File: src/rtl/aidc_lite_decomp_zmask.sv
// aidc_lite_decomp_zmask: zero-mask block decompressor, packed code stream in, addressed beat writes out
//   clk, rst_n         clock, synchronous active-low reset
//   valid_i/ready_o    code beat handshake (ready forced high on sop_i)
//   sop_i/eop_i        block delimiters on the input stream
//   data_i             IN_W code bits, MSB first
//   valid_o/addr_o     write strobe and beat index within the block
//   data_o             rebuilt beat, lane LANES-1 in the MSBs, zero when idle
//   done_o             block complete, sticky until the next sop
//   err_o              overrun/truncation flag, only with AIDC_ZMASK_ERR_CHK_EN
module aidc_lite_decomp_zmask #(
  parameter int IN_W   = 32,
  parameter int WORD_W = 16,
  parameter int LANES  = 4,
  parameter int BEATS  = 8,
  parameter int HDR_W  = 2,
  parameter int BUF_W  = 512,
  localparam int ADDR_W = $clog2(BEATS)
) (
  input  logic                    clk,
  input  logic                    rst_n,
  input  logic                    valid_i,
  output logic                    ready_o,
  input  logic                    sop_i,
  input  logic                    eop_i,
  input  logic [IN_W-1:0]         data_i,
  output logic                    valid_o,
  output logic [ADDR_W-1:0]       addr_o,
  output logic [LANES*WORD_W-1:0] data_o,
  output logic                    done_o
`ifdef AIDC_ZMASK_ERR_CHK_EN
  ,
  output logic                    err_o
`endif
);
  localparam int SZ_W  = $clog2(BUF_W+1);
  localparam int CNT_W = $clog2(BEATS+1);
  localparam int PC_W  = $clog2(LANES+1);
  logic [BUF_W-1:0] code_buf, sh_buf, nxt_buf, wbuf;
  logic [SZ_W-1:0] buf_size, need, sz_post;
  logic [CNT_W-1:0] cnt;
  logic [LANES-1:0] mask;
  logic [PC_W-1:0] pc;
  logic [LANES*WORD_W-1:0] beat;
  logic dec, acc;
  assign mask = code_buf[BUF_W-1 -: LANES];
  // words follow the mask in descending lane order; peel them off the top
  always_comb begin
    pc = '0;
    beat = '0;
    wbuf = code_buf << LANES;
    for (int l = LANES-1; l >= 0; l--)
      if (mask[l]) begin
        beat[l*WORD_W +: WORD_W] = wbuf[BUF_W-1 -: WORD_W];
        wbuf = wbuf << WORD_W;
        pc = pc + 1'b1;
      end
  end
  assign need    = SZ_W'(LANES) + SZ_W'(pc) * SZ_W'(WORD_W);
  assign dec     = (cnt < CNT_W'(BEATS)) && (buf_size >= need);
  assign sz_post = dec ? buf_size - need : buf_size;
  assign sh_buf  = dec ? code_buf << need : code_buf;
  assign ready_o = sop_i || (buf_size <= SZ_W'(BUF_W-IN_W));
  assign acc     = valid_i && ready_o;
  // bits below buf_size are always zero, so appending is a plain OR
  assign nxt_buf = sh_buf | ({data_i, {(BUF_W-IN_W){1'b0}}} >> sz_post);
  always_ff @(posedge clk) begin
    if (!rst_n) begin
      code_buf <= '0;
      buf_size <= '0;
      cnt      <= '0;
      valid_o  <= 1'b0;
      addr_o   <= '0;
      data_o   <= '0;
      done_o   <= 1'b0;
    end else if (acc && sop_i) begin
      code_buf <= {data_i[IN_W-HDR_W-1:0], {(BUF_W-IN_W+HDR_W){1'b0}}};
      buf_size <= SZ_W'(IN_W-HDR_W);
      cnt      <= '0;
      valid_o  <= 1'b0;
      addr_o   <= '0;
      data_o   <= '0;
      done_o   <= 1'b0;
    end else begin
      code_buf <= acc ? nxt_buf : sh_buf;
      buf_size <= acc ? sz_post + SZ_W'(IN_W) : sz_post;
      cnt      <= dec ? cnt + 1'b1 : cnt;
      valid_o  <= dec;
      addr_o   <= dec ? cnt[ADDR_W-1:0] : '0;
      data_o   <= dec ? beat : '0;
      done_o   <= done_o || (dec && cnt == CNT_W'(BEATS-1));
    end
  end
`ifdef AIDC_ZMASK_ERR_CHK_EN
  logic seen_sop, eop_seen;
  always_ff @(posedge clk) begin
    if (!rst_n) begin
      err_o    <= 1'b0;
      seen_sop <= 1'b0;
      eop_seen <= 1'b0;
    end else if (acc && sop_i) begin
      err_o    <= 1'b0;
      seen_sop <= 1'b1;
      eop_seen <= eop_i;
    end else begin
      err_o    <= err_o || (acc && (done_o || !seen_sop)) || (eop_seen && cnt < CNT_W'(BEATS) && !dec);
      eop_seen <= eop_seen || (acc && eop_i);
    end
  end
`endif
endmodule

File: config.mk
export PLATFORM = sky130hd
export DESIGN_NAME = aidc_lite_decomp_zmask
export DESIGN_NICKNAME = d
export VERILOG_FILES = /design/src/rtl/aidc_lite_decomp_zmask.sv
export SDC_FILE = /design/constraint.sdc
export NUM_CORES = 2
export LEC_CHECK = 0
export ABC_CLOCK_PERIOD_IN_PS = 7700
export CORE_UTILIZATION = 45
export CTS_BUF_LIST = sky130_fd_sc_hd__clkbuf_4 sky130_fd_sc_hd__clkbuf_8
export DETAILED_ROUTE_END_ITERATION = 16
export SYNTH_ARGS = -nofsm -noshare
export SYNTH_HDL_FRONTEND = slang
export SYNTH_SLANG_ARGS = --single-unit
File: constraint.sdc
create_clock -name clk -period 7.7 [get_ports clk]
set_input_delay 1.155 -clock clk [delete_from_list [all_inputs] [get_ports clk]]
set_output_delay 1.155 -clock clk [all_outputs]
set_load 0.02 [all_outputs]
==> flow_metrics.env <==
export IMPL_num_rows=114
export IMPL_port_buffers=105
export IMPL_synth_edf_count=0
export IMPL_whs_endpoint="cnt[1]$_SDFFE_PP0N_"
export IMPL_rsz0062_at_grt="false"
export IMPL_crit_arrival_ns=7.93
export IMPL_vias_per_cell=7.019
export IMPL_grt_start_max_net_pins=216
export IMPL_cp_num_cells=14
export IMPL_synth_top_area_share_pct=26.81
export IMPL_cts_hold_buf=0
export IMPL_cp_top_family="simple AND/OR/NAND/NOR gates"
export IMPL_outcome="complete, no violations"
export IMPL_antenna_found_initial=18
export IMPL_worst_r2r_setup_slack_ns=0.50
export IMPL_wirelength_um=243900
export IMPL_track_usage_pct=46.96
export IMPL_tritoncts="built"
export IMPL_slew_viol_final=0
export IMPL_synth_seq_cells=594
export IMPL_layout_common_cells="1112 x nand2_1, 894 x mux2i_1, 722 x a21oi_1"
export IMPL_setup_violations=0
export IMPL_max_freq_mhz=138.9
export IMPL_clockRootBuffer="clkbuf_8"
export IMPL_ios=107
export IMPL_setup_slack_ns=0.5006
export IMPL_reg2reg_from="code_buf[511]$_SDFF_PN0_"
export IMPL_start_util_pct=45.66
export IMPL_crit_path_end_kind="register"
export IMPL_cts_resized=0
export IMPL_synth_async_sr_flop_share_pct=0
export IMPL_drive_above_1_share_pct=8.198
export IMPL_slowest_stage="dfxtp_4"
export IMPL_slew_headroom_pct=11.04
export IMPL_worstPathMaxFanout=52
export IMPL_wl_per_cell_um=33.11
export IMPL_clock_latency_ns=0.86
export IMPL_finalCritPeriodShare_pct=93.50
export IMPL_timing_rr_end="code_buf[220]$_SDFF_PP0_"
export IMPL_drc=0
export IMPL_r2r_cells=14
export IMPL_core_area_mm2=0.09714
export IMPL_drtAntennaViolNets=0
export IMPL_hold_class="register to register"
export IMPL_yosys_top_cells_area="dfxtp_1 27%, mux2i_1 20%, nand2_1 9.4%"
export IMPL_clkSinkCount=594
export IMPL_fin_worst_skew_ns=0.04764
export IMPL_startpoint_type="register"
export IMPL_dieHeight_um=315.9
export IMPL_place_hpwl_um=170300
export IMPL_grt_overflow=0
export IMPL_die_w_um=315.9
export IMPL_yosysUniqueCellTypes=85
export IMPL_crit_chain="inv_1 > ha_1 > xor2_1 > ha_1 > nor2b_1 > a31o_4 > xnor2_1 > o21ai_0 > o2111ai_1 > and2_1 > nand2_1 > nor2_4 > nand2_1 > o22ai_1"
export IMPL_cts_setup_buffers=0
export IMPL_first_pass_iters=9
export IMPL_htree_num_levels=3
export IMPL_gp_congestion=1.037
export IMPL_min_delay_start="cnt[1]$_SDFFE_PP0N_"
export IMPL_clk_pin_slew_ns=0.07
export IMPL_die_area_mm2=0.09982
export IMPL_required_ns=8.43
export IMPL_crit_type="register to register"
export IMPL_clock_path_buffers=3
export IMPL_num_vias=51700
export IMPL_critPathBufInv=1
export IMPL_yosys_most_used_dff="dfxtp_1"
export IMPL_grt_pass1_vias=47760
export IMPL_synth_fp_nets=6178
export IMPL_synth_avg_cell_area_um2=7.233
export IMPL_max_slew_worst_pin_slew_ns=1.329
export IMPL_syn_instance_count=6132
export IMPL_final_cell_area_mm2=0.04939
export IMPL_cap_violations=0
export IMPL_setup_tns_ns=0
export IMPL_dpl_worst_slack_ns=0.7172
export IMPL_layout_min_cycle_time_ns=7.199
export IMPL_dr_first_iter_drc_count=7977
export IMPL_grt_pass1_wl_um=341500
export IMPL_area_delta_synth_final_pct=11.35
export IMPL_yosysWarnings=0
export IMPL_cts_buffers_inserted=115
export IMPL_seq_area_frac_synth_pct=26.81
export IMPL_hold_depth=2
export IMPL_finalNetCount=6032
export IMPL_slowest_delay_ns=0.89
export IMPL_mostFrequentLayoutCell="nand2_1"
export IMPL_postPlaceCellArea_mm2=0.04675
export IMPL_yosys_area_top_type="dfxtp_1"
export IMPL_nFillCells=9917
export IMPL_synth_area_mm2=0.04435
export IMPL_hold_viol=0
-- kinds of logic (layout without fill, tap and decap cells) --
kind of cell | count (synthesis) | count (layout) | share of synthesized area [%]
adders and majority gates | 10 | 10 | 0.2793
xor gates and xnor gates | 22 | 22 | 0.4852
other | 0 | 15 | 0
DFF | 594 | 594 | 26.81
and+or+nand+nor | 2056 | 2056 | 19.50
AOI/OAI and AO/OA | 1931 | 1931 | 26.75
buffers and inverters | 606 | 549 | 5.236
muxes | 913 | 913 | 20.94
-- final cells by class --
type / instances / area [um^2] / share of cell area (%)
diodes: 15 / 37.54 / 0.07600
clock buffers: 178 / 2193 / 4.441
clock inverters: 28 / 407.9 / 0.8259
inverters: 35 / 131.4 / 0.2660
multi-input cells: 4932 / 30390 / 61.53
flip-flops and latches: 594 / 11900 / 24.09
well taps: 1276 / 1597 / 3.233
repair buffers: 308 / 2738 / 5.543
-- metal layers --
| metal | routed length, um | vias up | GRT usage (%) |
|---|---|---|---|
| li1 | - | 22190 | - |
| met1 | 94410 | 24860 | 60.12 |
| met2 | 98570 | 3657 | 66.43 |
| met3 | 29220 | 977 | 13.10 |
| met4 | 21590 | 10 | 35.97 |
| met5 | 69 | - | 0 |
-- cells in the mapped netlist, drive strengths merged, types with 9 or more instances --
cell type  instances
a211oi            99
a21oi            725
a221o             13
a221oi           120
a22oi             25
a311o             32
a311oi            19
a31oi            196
a32oi             16
and2              43
and3              67
buf              131
clkbuf           440
dfxtp            594
ha                 9
inv               35
mux2i            895
mux4              10
nand2           1116
nand2b            36
nand3            197
nand4             19
nor2             452
nor3              66
nor4              19
o211ai            81
o21ai            371
o221ai            28
o22ai            123
o311ai            10
o31ai             17
or2               12
or3               10
xnor2             16
-- metrics by stage --
step	util [%]	instances	hold WS, ns
CTS	50.81	7351	0.4911
floorplan	-	6132	0.4574
finish	50.84	7366	0.4934
global route	50.81	7352	0.5235
detailed placement	48.13	7145	0.4757
global placement	48.13	7145	0.4596
-- worst reg2reg max path, stage by stage (launching register included) --
cell and delay, ns:
dfxtp_4 0.89, inv_1 0.26, ha_1 0.44, xor2_1 0.29
ha_1 0.29, nor2b_1 0.29, a31o_4 0.19, xnor2_1 0.29
o21ai_0 0.29, o2111ai_1 0.76, and2_1 0.81, nand2_1 0.35
nor2_4 0.70, nand2_1 0.81, o22ai_1 0.42
-- worst max-delay path by stage --
stage                                  start                        to  slack (ns)
floorplan           code_buf[511]$_SDFF_PN0_    buf_size[9]$_SDFF_PP0_        2.41
detailed placement  code_buf[511]$_SDFF_PN0_  code_buf[220]$_SDFF_PP0_        0.72
finish              code_buf[511]$_SDFF_PN0_  code_buf[220]$_SDFF_PP0_        0.50
global route        code_buf[511]$_SDFF_PN0_  code_buf[220]$_SDFF_PP0_        0.23
CTS                 code_buf[511]$_SDFF_PN0_  code_buf[220]$_SDFF_PP0_        0.63
global placement    code_buf[511]$_SDFF_PN0_  code_buf[211]$_SDFF_PP0_        0.75
-- sequential cells by signal, summed over array words and instances (netlist names) --
register / flops
code_buf: 512
data_o: 64
buf_size: 9
cnt: 4
addr_o: 3
done_o: 1
valid_o: 1
Power is not shown: default switching activity piles up to over one toggle a cycle in this logic, so the estimate is an artifact.
